<file path="src/rtl/hawk_axi_line_mst_if.sv">
// Bundle of every signal between the line-request client, the line master and
// the AXI slave. Clock and reset stay outside as plain ports.
//   req_*          : line request (valid/ready, write flag, address, 512-bit data/strobes)
//   rsp_*          : line completion (valid/ready, 512-bit read data, error flag)
//   axi_aw/w/b/ar/r: AXI4 channels, 256-bit data, two-beat INCR bursts
//   *_done_cnt     : saturating completed write/read counters
// master modport is the line master's view; slave modport is the environment's view.
interface hawk_axi_line_mst_if #(
    parameter int unsigned ID_W = 6
);
    // line request / response
    logic              req_valid;
    logic              req_ready;
    logic              req_wr;
    logic [63:0]       req_addr;
    logic [511:0]      req_wdata;
    logic [63:0]       req_wstrb;
    logic              rsp_valid;
    logic              rsp_ready;
    logic [511:0]      rsp_rdata;
    logic              rsp_err;

    // AXI write address / data / response
    logic [ID_W-1:0]   axi_awid;
    logic [63:0]       axi_awaddr;
    logic [7:0]        axi_awlen;
    logic [2:0]        axi_awsize;
    logic [1:0]        axi_awburst;
    logic              axi_awvalid;
    logic              axi_awready;
    logic [255:0]      axi_wdata;
    logic [31:0]       axi_wstrb;
    logic              axi_wlast;
    logic              axi_wvalid;
    logic              axi_wready;
    logic [ID_W-1:0]   axi_bid;
    logic [1:0]        axi_bresp;
    logic              axi_buser;
    logic              axi_bvalid;
    logic              axi_bready;

    // AXI read address / data
    logic [ID_W-1:0]   axi_arid;
    logic [63:0]       axi_araddr;
    logic [7:0]        axi_arlen;
    logic [2:0]        axi_arsize;
    logic [1:0]        axi_arburst;
    logic              axi_arvalid;
    logic              axi_arready;
    logic [ID_W-1:0]   axi_rid;
    logic [255:0]      axi_rdata;
    logic [1:0]        axi_rresp;
    logic              axi_ruser;
    logic              axi_rlast;
    logic              axi_rvalid;
    logic              axi_rready;

    // completion counters
    logic [15:0]       wr_done_cnt;
    logic [15:0]       rd_done_cnt;

    modport master (
        input  req_valid, req_wr, req_addr, req_wdata, req_wstrb,
        output req_ready,
        output rsp_valid, rsp_rdata, rsp_err,
        input  rsp_ready,
        output axi_awid, axi_awaddr, axi_awlen, axi_awsize, axi_awburst, axi_awvalid,
        input  axi_awready,
        output axi_wdata, axi_wstrb, axi_wlast, axi_wvalid,
        input  axi_wready,
        input  axi_bid, axi_bresp, axi_buser, axi_bvalid,
        output axi_bready,
        output axi_arid, axi_araddr, axi_arlen, axi_arsize, axi_arburst, axi_arvalid,
        input  axi_arready,
        input  axi_rid, axi_rdata, axi_rresp, axi_ruser, axi_rlast, axi_rvalid,
        output axi_rready,
        output wr_done_cnt, rd_done_cnt
    );

    modport slave (
        output req_valid, req_wr, req_addr, req_wdata, req_wstrb,
        input  req_ready,
        input  rsp_valid, rsp_rdata, rsp_err,
        output rsp_ready,
        input  axi_awid, axi_awaddr, axi_awlen, axi_awsize, axi_awburst, axi_awvalid,
        output axi_awready,
        input  axi_wdata, axi_wstrb, axi_wlast, axi_wvalid,
        output axi_wready,
        output axi_bid, axi_bresp, axi_buser, axi_bvalid,
        input  axi_bready,
        input  axi_arid, axi_araddr, axi_arlen, axi_arsize, axi_arburst, axi_arvalid,
        output axi_arready,
        output axi_rid, axi_rdata, axi_rresp, axi_ruser, axi_rlast, axi_rvalid,
        input  axi_rready,
        input  wr_done_cnt, rd_done_cnt
    );
endinterface

</file>
<file path="src/rtl/hawk_axi_line_mst.sv">
// Single-outstanding AXI4 master that moves one 64-byte cache line per request
// as a two-beat, 256-bit INCR burst, and returns a completion with read data and
// an error flag (bad response code, unexpected ID or misplaced rlast).
// Ports:
//   clk  : single clock, rising edge
//   rst  : asynchronous active-high reset; abandons any in-flight transaction
//   bus  : hawk_axi_line_mst_if.master (request, response, AXI channels, counters)
module hawk_axi_line_mst #(
    parameter int unsigned    ID_W   = 6,
    parameter logic [ID_W-1:0] MST_ID = ID_W'(1)
) (
    input  logic                     clk,
    input  logic                     rst,
    hawk_axi_line_mst_if.master      bus
);

    localparam int unsigned LINE_W = 512;
    localparam int unsigned BEAT_W = 256;
    localparam int unsigned STRB_W = 64;
    localparam int unsigned TAG_W  = 58;
    localparam int unsigned CNT_W  = 16;

    localparam logic [7:0] AXI_LEN   = 8'd1;
    localparam logic [2:0] AXI_SIZE  = 3'b101;
    localparam logic [1:0] AXI_BURST = 2'b01;

    typedef enum logic [2:0] {
        S_IDLE,
        S_AW,
        S_W,
        S_B,
        S_AR,
        S_R,
        S_RSP
    } state_e;

    state_e                state_q, state_d;

    // captured request
    logic                  wr_q, wr_d;
    logic [TAG_W-1:0]      line_q, line_d;
    logic [LINE_W-1:0]     wdata_q, wdata_d;
    logic [STRB_W-1:0]     wstrb_q, wstrb_d;

    // burst progress and completion payload
    logic                  wbeat_q, wbeat_d;
    logic                  rbeat_q, rbeat_d;
    logic [LINE_W-1:0]     rdata_q, rdata_d;
    logic                  err_q, err_d;
    logic [CNT_W-1:0]      wr_cnt_q, wr_cnt_d;
    logic [CNT_W-1:0]      rd_cnt_q, rd_cnt_d;

    // registered handshake outputs
    logic                  req_ready_q, req_ready_d;
    logic                  awvalid_q, awvalid_d;
    logic                  wvalid_q, wvalid_d;
    logic                  wlast_q, wlast_d;
    logic [BEAT_W-1:0]     axi_wdata_q, axi_wdata_d;
    logic [BEAT_W/8-1:0]   axi_wstrb_q, axi_wstrb_d;
    logic                  bready_q, bready_d;
    logic                  arvalid_q, arvalid_d;
    logic                  rready_q, rready_d;
    logic                  rsp_valid_q, rsp_valid_d;

    // handshakes as seen at the coming edge
    logic req_fire_c, aw_fire_c, w_fire_c, b_fire_c, ar_fire_c, r_fire_c, rsp_fire_c;

    assign req_fire_c = bus.req_valid  & req_ready_q;
    assign aw_fire_c  = awvalid_q      & bus.axi_awready;
    assign w_fire_c   = wvalid_q       & bus.axi_wready;
    assign b_fire_c   = bus.axi_bvalid & bready_q;
    assign ar_fire_c  = arvalid_q      & bus.axi_arready;
    assign r_fire_c   = bus.axi_rvalid & rready_q;
    assign rsp_fire_c = rsp_valid_q    & bus.rsp_ready;

    // Sideband user bits and sub-line address bits carry no meaning here.
    logic unused_sink_c;
    assign unused_sink_c = ^{bus.axi_buser, bus.axi_ruser, bus.req_addr[5:0]};

    // State and datapath registers
    always_ff @(posedge clk or posedge rst) begin
        if (rst) begin
            state_q     <= S_IDLE;
            wr_q        <= 1'b0;
            line_q      <= '0;
            wdata_q     <= '0;
            wstrb_q     <= '0;
            wbeat_q     <= 1'b0;
            rbeat_q     <= 1'b0;
            rdata_q     <= '0;
            err_q       <= 1'b0;
            wr_cnt_q    <= '0;
            rd_cnt_q    <= '0;
            req_ready_q <= 1'b0;
            awvalid_q   <= 1'b0;
            wvalid_q    <= 1'b0;
            wlast_q     <= 1'b0;
            axi_wdata_q <= '0;
            axi_wstrb_q <= '0;
            bready_q    <= 1'b0;
            arvalid_q   <= 1'b0;
            rready_q    <= 1'b0;
            rsp_valid_q <= 1'b0;
        end else begin
            state_q     <= state_d;
            wr_q        <= wr_d;
            line_q      <= line_d;
            wdata_q     <= wdata_d;
            wstrb_q     <= wstrb_d;
            wbeat_q     <= wbeat_d;
            rbeat_q     <= rbeat_d;
            rdata_q     <= rdata_d;
            err_q       <= err_d;
            wr_cnt_q    <= wr_cnt_d;
            rd_cnt_q    <= rd_cnt_d;
            req_ready_q <= req_ready_d;
            awvalid_q   <= awvalid_d;
            wvalid_q    <= wvalid_d;
            wlast_q     <= wlast_d;
            axi_wdata_q <= axi_wdata_d;
            axi_wstrb_q <= axi_wstrb_d;
            bready_q    <= bready_d;
            arvalid_q   <= arvalid_d;
            rready_q    <= rready_d;
            rsp_valid_q <= rsp_valid_d;
        end
    end

    // Next state, datapath updates, and output flops decoded from the next state
    always_comb begin
        state_d  = state_q;
        wr_d     = wr_q;
        line_d   = line_q;
        wdata_d  = wdata_q;
        wstrb_d  = wstrb_q;
        wbeat_d  = wbeat_q;
        rbeat_d  = rbeat_q;
        rdata_d  = rdata_q;
        err_d    = err_q;
        wr_cnt_d = wr_cnt_q;
        rd_cnt_d = rd_cnt_q;

        case (state_q)
            S_IDLE: begin
                if (req_fire_c) begin
                    wr_d    = bus.req_wr;
                    line_d  = bus.req_addr[63:6];
                    wdata_d = bus.req_wdata;
                    wstrb_d = bus.req_wstrb;
                    wbeat_d = 1'b0;
                    rbeat_d = 1'b0;
                    rdata_d = '0;
                    err_d   = 1'b0;
                    state_d = bus.req_wr ? S_AW : S_AR;
                end
            end
            S_AW: begin
                if (aw_fire_c) begin
                    state_d = S_W;
                end
            end
            S_W: begin
                if (w_fire_c) begin
                    wbeat_d = 1'b1;
                    if (wbeat_q) begin
                        state_d = S_B;
                    end
                end
            end
            S_B: begin
                if (b_fire_c) begin
                    err_d   = (bus.axi_bresp != 2'b00) | (bus.axi_bid != MST_ID);
                    state_d = S_RSP;
                end
            end
            S_AR: begin
                if (ar_fire_c) begin
                    state_d = S_R;
                end
            end
            S_R: begin
                if (r_fire_c) begin
                    if (rbeat_q) begin
                        rdata_d[LINE_W-1:BEAT_W] = bus.axi_rdata;
                        state_d                  = S_RSP;
                    end else begin
                        rdata_d[BEAT_W-1:0] = bus.axi_rdata;
                    end
                    // rlast must mark exactly the second beat
                    err_d   = err_q | (bus.axi_rresp != 2'b00) | (bus.axi_rid != MST_ID)
                            | (bus.axi_rlast != rbeat_q);
                    rbeat_d = 1'b1;
                end
            end
            S_RSP: begin
                if (rsp_fire_c) begin
                    state_d = S_IDLE;
                    if (wr_q) begin
                        wr_cnt_d = (wr_cnt_q == 16'hFFFF) ? wr_cnt_q : wr_cnt_q + 16'd1;
                    end else begin
                        rd_cnt_d = (rd_cnt_q == 16'hFFFF) ? rd_cnt_q : rd_cnt_q + 16'd1;
                    end
                end
            end
            default: begin
                state_d = S_IDLE;
            end
        endcase

        // Handshake outputs follow the state being entered so each leg adds one cycle.
        req_ready_d = (state_d == S_IDLE);
        awvalid_d   = (state_d == S_AW);
        wvalid_d    = (state_d == S_W);
        wlast_d     = (state_d == S_W) & wbeat_d;
        bready_d    = (state_d == S_B);
        arvalid_d   = (state_d == S_AR);
        rready_d    = (state_d == S_R);
        rsp_valid_d = (state_d == S_RSP);
        axi_wdata_d = '0;
        axi_wstrb_d = '0;
        if (state_d == S_W) begin
            axi_wdata_d = wbeat_d ? wdata_d[LINE_W-1:BEAT_W] : wdata_d[BEAT_W-1:0];
            axi_wstrb_d = wbeat_d ? wstrb_d[STRB_W-1:STRB_W/2] : wstrb_d[STRB_W/2-1:0];
        end
    end

    // request / response
    assign bus.req_ready   = req_ready_q;
    assign bus.rsp_valid   = rsp_valid_q;
    assign bus.rsp_rdata   = rdata_q;
    assign bus.rsp_err     = err_q;

    // write address / data / response
    assign bus.axi_awid    = MST_ID;
    assign bus.axi_awaddr  = {line_q, 6'b0};
    assign bus.axi_awlen   = AXI_LEN;
    assign bus.axi_awsize  = AXI_SIZE;
    assign bus.axi_awburst = AXI_BURST;
    assign bus.axi_awvalid = awvalid_q;
    assign bus.axi_wdata   = axi_wdata_q;
    assign bus.axi_wstrb   = axi_wstrb_q;
    assign bus.axi_wlast   = wlast_q;
    assign bus.axi_wvalid  = wvalid_q;
    assign bus.axi_bready  = bready_q;

    // read address / data
    assign bus.axi_arid    = MST_ID;
    assign bus.axi_araddr  = {line_q, 6'b0};
    assign bus.axi_arlen   = AXI_LEN;
    assign bus.axi_arsize  = AXI_SIZE;
    assign bus.axi_arburst = AXI_BURST;
    assign bus.axi_arvalid = arvalid_q;
    assign bus.axi_rready  = rready_q;

    assign bus.wr_done_cnt = wr_cnt_q;
    assign bus.rd_done_cnt = rd_cnt_q;

endmodule

</file>
<file path="src/flat_wrapper.sv">
// flat-port wrapper written by rule: the top's interface ports become plain ports
module hawk_axi_line_mst_flat 
#(
    parameter int unsigned    ID_W   = 6,
    parameter logic [ID_W-1:0] MST_ID = ID_W'(1)
)
  (clk, rst, bus_req_valid, bus_req_wr, bus_req_addr, bus_req_wdata, bus_req_wstrb, bus_req_ready, bus_rsp_valid, bus_rsp_rdata, bus_rsp_err, bus_rsp_ready, bus_axi_awid, bus_axi_awaddr, bus_axi_awlen, bus_axi_awsize, bus_axi_awburst, bus_axi_awvalid, bus_axi_awready, bus_axi_wdata, bus_axi_wstrb, bus_axi_wlast, bus_axi_wvalid, bus_axi_wready, bus_axi_bid, bus_axi_bresp, bus_axi_buser, bus_axi_bvalid, bus_axi_bready, bus_axi_arid, bus_axi_araddr, bus_axi_arlen, bus_axi_arsize, bus_axi_arburst, bus_axi_arvalid, bus_axi_arready, bus_axi_rid, bus_axi_rdata, bus_axi_rresp, bus_axi_ruser, bus_axi_rlast, bus_axi_rvalid, bus_axi_rready, bus_wr_done_cnt, bus_rd_done_cnt);
  hawk_axi_line_mst_if #(.ID_W(ID_W)) bus_i ();
  input  logic clk;
  input  logic rst;
  input wire logic [$bits(bus_i.req_valid)-1:0] bus_req_valid;
  input wire logic [$bits(bus_i.req_wr)-1:0] bus_req_wr;
  input wire logic [$bits(bus_i.req_addr)-1:0] bus_req_addr;
  input wire logic [$bits(bus_i.req_wdata)-1:0] bus_req_wdata;
  input wire logic [$bits(bus_i.req_wstrb)-1:0] bus_req_wstrb;
  output wire logic [$bits(bus_i.req_ready)-1:0] bus_req_ready;
  output wire logic [$bits(bus_i.rsp_valid)-1:0] bus_rsp_valid;
  output wire logic [$bits(bus_i.rsp_rdata)-1:0] bus_rsp_rdata;
  output wire logic [$bits(bus_i.rsp_err)-1:0] bus_rsp_err;
  input wire logic [$bits(bus_i.rsp_ready)-1:0] bus_rsp_ready;
  output wire logic [$bits(bus_i.axi_awid)-1:0] bus_axi_awid;
  output wire logic [$bits(bus_i.axi_awaddr)-1:0] bus_axi_awaddr;
  output wire logic [$bits(bus_i.axi_awlen)-1:0] bus_axi_awlen;
  output wire logic [$bits(bus_i.axi_awsize)-1:0] bus_axi_awsize;
  output wire logic [$bits(bus_i.axi_awburst)-1:0] bus_axi_awburst;
  output wire logic [$bits(bus_i.axi_awvalid)-1:0] bus_axi_awvalid;
  input wire logic [$bits(bus_i.axi_awready)-1:0] bus_axi_awready;
  output wire logic [$bits(bus_i.axi_wdata)-1:0] bus_axi_wdata;
  output wire logic [$bits(bus_i.axi_wstrb)-1:0] bus_axi_wstrb;
  output wire logic [$bits(bus_i.axi_wlast)-1:0] bus_axi_wlast;
  output wire logic [$bits(bus_i.axi_wvalid)-1:0] bus_axi_wvalid;
  input wire logic [$bits(bus_i.axi_wready)-1:0] bus_axi_wready;
  input wire logic [$bits(bus_i.axi_bid)-1:0] bus_axi_bid;
  input wire logic [$bits(bus_i.axi_bresp)-1:0] bus_axi_bresp;
  input wire logic [$bits(bus_i.axi_buser)-1:0] bus_axi_buser;
  input wire logic [$bits(bus_i.axi_bvalid)-1:0] bus_axi_bvalid;
  output wire logic [$bits(bus_i.axi_bready)-1:0] bus_axi_bready;
  output wire logic [$bits(bus_i.axi_arid)-1:0] bus_axi_arid;
  output wire logic [$bits(bus_i.axi_araddr)-1:0] bus_axi_araddr;
  output wire logic [$bits(bus_i.axi_arlen)-1:0] bus_axi_arlen;
  output wire logic [$bits(bus_i.axi_arsize)-1:0] bus_axi_arsize;
  output wire logic [$bits(bus_i.axi_arburst)-1:0] bus_axi_arburst;
  output wire logic [$bits(bus_i.axi_arvalid)-1:0] bus_axi_arvalid;
  input wire logic [$bits(bus_i.axi_arready)-1:0] bus_axi_arready;
  input wire logic [$bits(bus_i.axi_rid)-1:0] bus_axi_rid;
  input wire logic [$bits(bus_i.axi_rdata)-1:0] bus_axi_rdata;
  input wire logic [$bits(bus_i.axi_rresp)-1:0] bus_axi_rresp;
  input wire logic [$bits(bus_i.axi_ruser)-1:0] bus_axi_ruser;
  input wire logic [$bits(bus_i.axi_rlast)-1:0] bus_axi_rlast;
  input wire logic [$bits(bus_i.axi_rvalid)-1:0] bus_axi_rvalid;
  output wire logic [$bits(bus_i.axi_rready)-1:0] bus_axi_rready;
  output wire logic [$bits(bus_i.wr_done_cnt)-1:0] bus_wr_done_cnt;
  output wire logic [$bits(bus_i.rd_done_cnt)-1:0] bus_rd_done_cnt;
  assign bus_i.req_valid = bus_req_valid;
  assign bus_i.req_wr = bus_req_wr;
  assign bus_i.req_addr = bus_req_addr;
  assign bus_i.req_wdata = bus_req_wdata;
  assign bus_i.req_wstrb = bus_req_wstrb;
  assign bus_req_ready = bus_i.req_ready;
  assign bus_rsp_valid = bus_i.rsp_valid;
  assign bus_rsp_rdata = bus_i.rsp_rdata;
  assign bus_rsp_err = bus_i.rsp_err;
  assign bus_i.rsp_ready = bus_rsp_ready;
  assign bus_axi_awid = bus_i.axi_awid;
  assign bus_axi_awaddr = bus_i.axi_awaddr;
  assign bus_axi_awlen = bus_i.axi_awlen;
  assign bus_axi_awsize = bus_i.axi_awsize;
  assign bus_axi_awburst = bus_i.axi_awburst;
  assign bus_axi_awvalid = bus_i.axi_awvalid;
  assign bus_i.axi_awready = bus_axi_awready;
  assign bus_axi_wdata = bus_i.axi_wdata;
  assign bus_axi_wstrb = bus_i.axi_wstrb;
  assign bus_axi_wlast = bus_i.axi_wlast;
  assign bus_axi_wvalid = bus_i.axi_wvalid;
  assign bus_i.axi_wready = bus_axi_wready;
  assign bus_i.axi_bid = bus_axi_bid;
  assign bus_i.axi_bresp = bus_axi_bresp;
  assign bus_i.axi_buser = bus_axi_buser;
  assign bus_i.axi_bvalid = bus_axi_bvalid;
  assign bus_axi_bready = bus_i.axi_bready;
  assign bus_axi_arid = bus_i.axi_arid;
  assign bus_axi_araddr = bus_i.axi_araddr;
  assign bus_axi_arlen = bus_i.axi_arlen;
  assign bus_axi_arsize = bus_i.axi_arsize;
  assign bus_axi_arburst = bus_i.axi_arburst;
  assign bus_axi_arvalid = bus_i.axi_arvalid;
  assign bus_i.axi_arready = bus_axi_arready;
  assign bus_i.axi_rid = bus_axi_rid;
  assign bus_i.axi_rdata = bus_axi_rdata;
  assign bus_i.axi_rresp = bus_axi_rresp;
  assign bus_i.axi_ruser = bus_axi_ruser;
  assign bus_i.axi_rlast = bus_axi_rlast;
  assign bus_i.axi_rvalid = bus_axi_rvalid;
  assign bus_axi_rready = bus_i.axi_rready;
  assign bus_wr_done_cnt = bus_i.wr_done_cnt;
  assign bus_rd_done_cnt = bus_i.rd_done_cnt;
  hawk_axi_line_mst #(.ID_W(ID_W), .MST_ID(MST_ID)) u_core (.clk(clk), .rst(rst), .bus(bus_i));
endmodule
</file>
<file path="config.mk">
export PLATFORM = sky130hd
export DESIGN_NAME = hawk_axi_line_mst_flat
export DESIGN_NICKNAME = d
export VERILOG_FILES = /design/src/rtl/hawk_axi_line_mst_if.sv /design/src/rtl/hawk_axi_line_mst.sv /design/src/flat_wrapper.sv
export SDC_FILE = /design/constraint.sdc
export NUM_CORES = 2
export LEC_CHECK = 0
export BUFFER_PORTS_ARGS = -buffer_cell sky130_fd_sc_hd__buf_2
export CORE_AREA = 2 2 744 746
export CTS_BUF_LIST = sky130_fd_sc_hd__clkbuf_4 sky130_fd_sc_hd__clkbuf_8 sky130_fd_sc_hd__clkbuf_16
export DETAILED_ROUTE_END_ITERATION = 12
export DIE_AREA = 0 0 746 748
export GPL_ROUTABILITY_DRIVEN = 0
export PLACE_DENSITY_LB_ADDON = 0.1
export RECOVER_POWER = 100
export SLEW_MARGIN = 20
export SYNTH_ARGS = -nofsm -noshare
export SYNTH_HDL_FRONTEND = slang
export SYNTH_SLANG_ARGS = --single-unit
</file>
<file path="constraint.sdc">
create_clock -name clk -period 167 [get_ports clk]
set_input_delay 33.4 -clock clk [delete_from_list [all_inputs] [get_ports clk]]
set_output_delay 33.4 -clock clk [all_outputs]
set_load 0.01 [all_outputs]
</file>
Yosys cells after proc, flatten, opt, wreduce, memory -nomap -nowiden
Cells that the tools add are included.
{ "word_totals": {"latch_bits": 0, "elab_cells": 107, "mem_bits_ro": 0, "regBits": 1481, "ram_bits": 0, "memories": 0} }
{ "classes": {"magnitude_cmp": 0, "addsub": 2, "n_bitwise": 15, "n_reduce_logical": 13, "n_mux": 33, "div_mod_pow": 0, "n_shift": 0, "n_eq_ne": 22, "n_mul": 0} }
{ "op_table": {"columns": ["cell", "n"], "rows": [
  ["$mux 512", 4],
  ["$mux 256", 4],
  ["$pmux 512 s2", 1],
  ["$mux 64", 2],
  ["$mux 32", 2],
  ["$add 16x1->16 const B", 2],
  ["$eq 16x16->1 const B", 2],
  ["$mux 3", 10],
  ["$pmux 3 s7", 1],
  ["$reduce_and 4->1", 5],
  ["$eq 3x3->1 const B", 6],
  ["$eq 3x2->1 const B", 4],
  ["$ne 6x1->1 const B", 2],
  ["$and 1x1->1", 8],
  ["$ne 2x1->1 const B", 4],
  ["$eq 3x1->1 const B", 2],
  ["$logic_not 3->1", 2],
  ["$mux 1", 6],
  ["$reduce_bool 2->1", 3],
  ["$or 1x1->1", 4],
  ["$pmux 1 s2", 2],
  ["$not 1->1", 3],
  ["$pmux 1 s3", 1],
  ["$reduce_and 3->1", 1],
  ["other kinds (4)", 4]
]} }

Longest topological paths before layout
{ "logic_depth": {"word_depth": 6, "ltp_mapped": 11} }

Least setup slack after synthesis
No wires, ideal clock.
{ "synth_timing": {"path_kind": "input port to flip-flop", "from": "in bus_req_valid", "to": "reg u_core.rdata_q[256] (netlist: u_core.bus.rsp_rdata[256])", "t_required_ns": 166.864, "n_path_buf": 6, "arrival_time_ns": 35.066, "setup_time_ns": 0.136, "slack_ns": 131.799, "cell_stages": 11, "path_cell_list": "nand3b_4 > or3_1 > buf_2 > a22o_1 > buf_2 > buf_2 > clkbuf_1 > clkbuf_1 > buf_2 > nand2_1 > o21ai_0"} }
{ "synth_via": {"elab_chain_cells": 3} }
{ "synth_rtl": {"columns": ["item", "line", "text"], "rows": [
  ["from (decl)", "flat_wrapper.sv:11", "input wire logic [$bits(bus_i.req_valid)-1:0] bus_req_valid;"],
  ["$and 1x1->1", "hawk_axi_line_mst.sv:68", "assign req_fire_c = bus.req_valid & req_ready_q;"],
  ["$ne 2x1->1 (no source line)", null, null],
  ["$reduce_and 4->1 (no source line)", null, null],
  ["to (signal assigned)", "hawk_axi_line_mst.sv:112", "rdata_q <= rdata_d;"],
  ["to (decl)", "hawk_axi_line_mst.sv:48", "logic [LINE_W-1:0] rdata_q, rdata_d;"]
]} }
Every way passes these cells.
A chain may end at the register's enable or synchronous reset.

==> impl_metrics.tcl <==
set metrics [dict create \
    critPathRequiredTime_ps 167140 \
    p_leak_uw 0.0358 \
    violations "capacitance limit, slew limit" \
    synthArstFlopShare_pct 100 \
    htreeDepth 4 \
    start_kind "input pin" \
    drtIter0Drc 2776 \
    io_buffer_count 1873 \
    worst-setup-path-type "input pin to asynchronous set/reset pin" \
    tns_ps 0 \
    insertion_delay_ps 910 \
    crit_arrival_ps 53390 \
    netlist_area_um2 56800 \
    wl_um 350000 \
    ys_seq_area_share_pct 65.3 \
    die_h_um 748 \
    drc 0 \
    grt.total_usage_pct 12.1 \
    ir_worst_vdd_mv 0.00993 \
    multiInputGateArea_um2 17500 \
    setup_viol 0 \
    dieWidth_um 746 \
    wl_per_cell_um 23.6 \
    synth_edf_count 0 \
    clockBufferDepth 4 \
    ios 1932 \
    period_minus_slack_ps 53250 \
    nets 8265 \
    status "complete, but fails checks" \
    ys_ff_latch 1481 \
    rsz0062_at_grt "no" \
    dieArea_um2 558000 \
    postCtsSetupBuffers 0 \
    post_cts_resized 0 \
    final_common_cell "nand2_1" \
    regArea_um2 37100 \
    area_delta_synth_final_pct 40.2 \
    yosysUniqueCellTypes 49 \
    hp-class "register to register" \
    vias 47800 \
    cts-hold-fix-buffers 0 \
    drive_gt1_share_pct 19.0 \
    finalCritPeriodShare_pct 31.9 \
    grt_pass1_vias 49500 \
    cts_made_buffers 209 \
    clock.fmax_ghz 0.0188 \
    drtPass1Iterations 6 \
    slew_headroom_pct -440 \
    n_fill_cell 63100 \
    antenna_found_initial 335 \
    numClockSinks 1481 \
    grt_pass1_wl_um 468000 \
    cap_viol_max_count 57 \
    worst_pin_slew_ps 8100 \
    endpoint_kind "asynchronous set/reset pin" \
    cts_tree "yes" \
    drv_slew 3673 \
    hpwl_um 269000 \
    syn_inst 5585 \
    power_density_nw_per_um2 16.4 \
    synth_area_per_cell_um2 10.2 \
    total_power_uw 1310 \
    ant_nets 0 \
    start_util_pct 10.3 \
    ys.warnings.count 0 \
    fin_skew_ps 68.9 \
    ctsRootBufferMaster "clkbuf_16" \
    num_rows 273 \
    avgViaCountPerCell 3.22 \
    grt-ovfl-total 0 \
    layout_common_cells "1,827 x nand2_1, 1,481 x dfrtp_1, 1,017 x clkbuf_1" \
    finalHoldViolCount 0 \
    core-area_um2 551000 \
    critPathMaxFanout 141 \
    synth_ff_type "dfrtp_1" \
    worst_setup_hold_path_clk_slew_ps 60 \
    grt_max_degree 205 \
]
cell type report:
cell class              instances  share of cell area, %
inverters                      10                 0.0503
clock buffers                 313                   7.91
flip-flops and latches       1481                   46.6
well taps                    7287                   11.5
clock inverters                56                   1.04
repair buffers               1952                   10.8
diodes                         69                  0.217
multi-input cells            3684                   22.0
per-stage QoR:
stage | cell area (µm²) | setup slack (ps) | hold slack (ps) | std cells | util (%)
finish | 79600 | 113750 | 472 | 14900 | 14.5
global route | 79500 | 109300 | 490 | 14800 | 14.4
CTS | 81000 | 129020 | 476 | 14800 | 14.7
detailed placement | 73900 | 127990 | 462 | 14400 | 13.4
global placement | 73900 | 128120 | 456 | 14400 | 13.4
floorplan | 57000 | 91830 | 446 | 5633 | -
sequential cells by signal, summed over array words and instances (netlist names):
name and flops:
u_core.bus.axi_rready 1, u_core.rbeat_q 1, u_core.bus.axi_wvalid 1, u_core.bus.axi_bready 1
u_core.bus.rsp_rdata 512, u_core.bus.rd_done_cnt 16, u_core.bus.axi_arvalid 1, u_core.bus.req_ready 1
u_core.wdata_q 512, u_core.bus.axi_wdata 256, u_core.wr_q 1, u_core.line_q 58
u_core.wstrb_q 64, u_core.bus.wr_done_cnt 16, u_core.wbeat_q 1, u_core.bus.axi_wstrb 32
u_core.state_q 3, u_core.bus.axi_awvalid 1, u_core.bus.rsp_err 1, u_core.bus.rsp_valid 1
u_core.bus.axi_wlast 1
cells in the mapped netlist, drive strengths merged, types with 2 or more instances:
cell	n	share of area, %
nand2b	4	0.044
o21ai	520	4.6
mux2	292	5.8
and3	4	0.044
nand4b	3	0.073
nand4	11	0.12
xor2	12	0.19
nand3	18	0.16
nor4	6	0.066
and4	3	0.046
nor2b	2	0.022
nor3	293	2.7
xnor2	15	0.23
a31oi	3	0.033
ha	2	0.044
inv	10	0.066
a21oi	4	0.035
conb	2	0.013
or3	2	0.022
dfrtp	1481	65
clkbuf	240	1.6
buf	218	2.5
nand2	1827	12
or4	2	0.026
nor2	592	3.9
nor4b	3	0.046
layer usage:
layer | GRT usage (%) | vias to the layer above | routed length, µm
met5 | 0 | - | 1010
met4 | 2.63 | 152 | 10800
met3 | 4.37 | 810 | 28400
met2 | 22.9 | 1923 | 185000
met1 | 12.6 | 23500 | 125000
li1 | - | 21400 | -
cell families after synthesis:
family                   share of synthesized area [%]
AO/OA/AOI/OAI                                     4.84
XOR/XNOR                                         0.416
adder cells (fa/ha/maj)                         0.0441
buffers and inverters                             4.13
flip-flops                                        65.3
multiplexers                                      5.79
other                                           0.0132
AND/OR/NAND/NOR                                   19.5
where the power goes:
part | internal, µW | switching, µW | total [µW]
clock | 283 | 192 | 475
sequential | 453 | 41.4 | 494
combinational | 104 | 232 | 336
total | 840 | 465 | 1310
worst max-delay path, cell delays in order:
cell and delay, ps:
buf_2 100, clkinvlp_2 1920, clkbuf_1 2040, clkbuf_1 1570
clkbuf_1 2500, clkbuf_1 2680, clkbuf_1 5790, clkbuf_1 2850
path summary, 6_finish.rpt:
path / startpoint / endpoint / slack (ps) / depth (start not counted)
min: u_core.wdata_q[318] / u_core.wdata_q[318] / 470 / 2
min reg2reg: u_core.wdata_q[318] / u_core.wdata_q[318] / 470 / 2
min in group asynchronous: rst / u_core.bus.rsp_rdata[487] / 33530 / 2
max reg2reg: u_core.state_q[0] / u_core.bus.axi_wdata[204] / 154070 / 8
max in group clk: bus_req_valid / u_core.bus.axi_wdata[204] / 122190 / 9
max: rst / u_core.wdata_q[493] / 113750 / 8
Power figures use the tool's default switching activity.
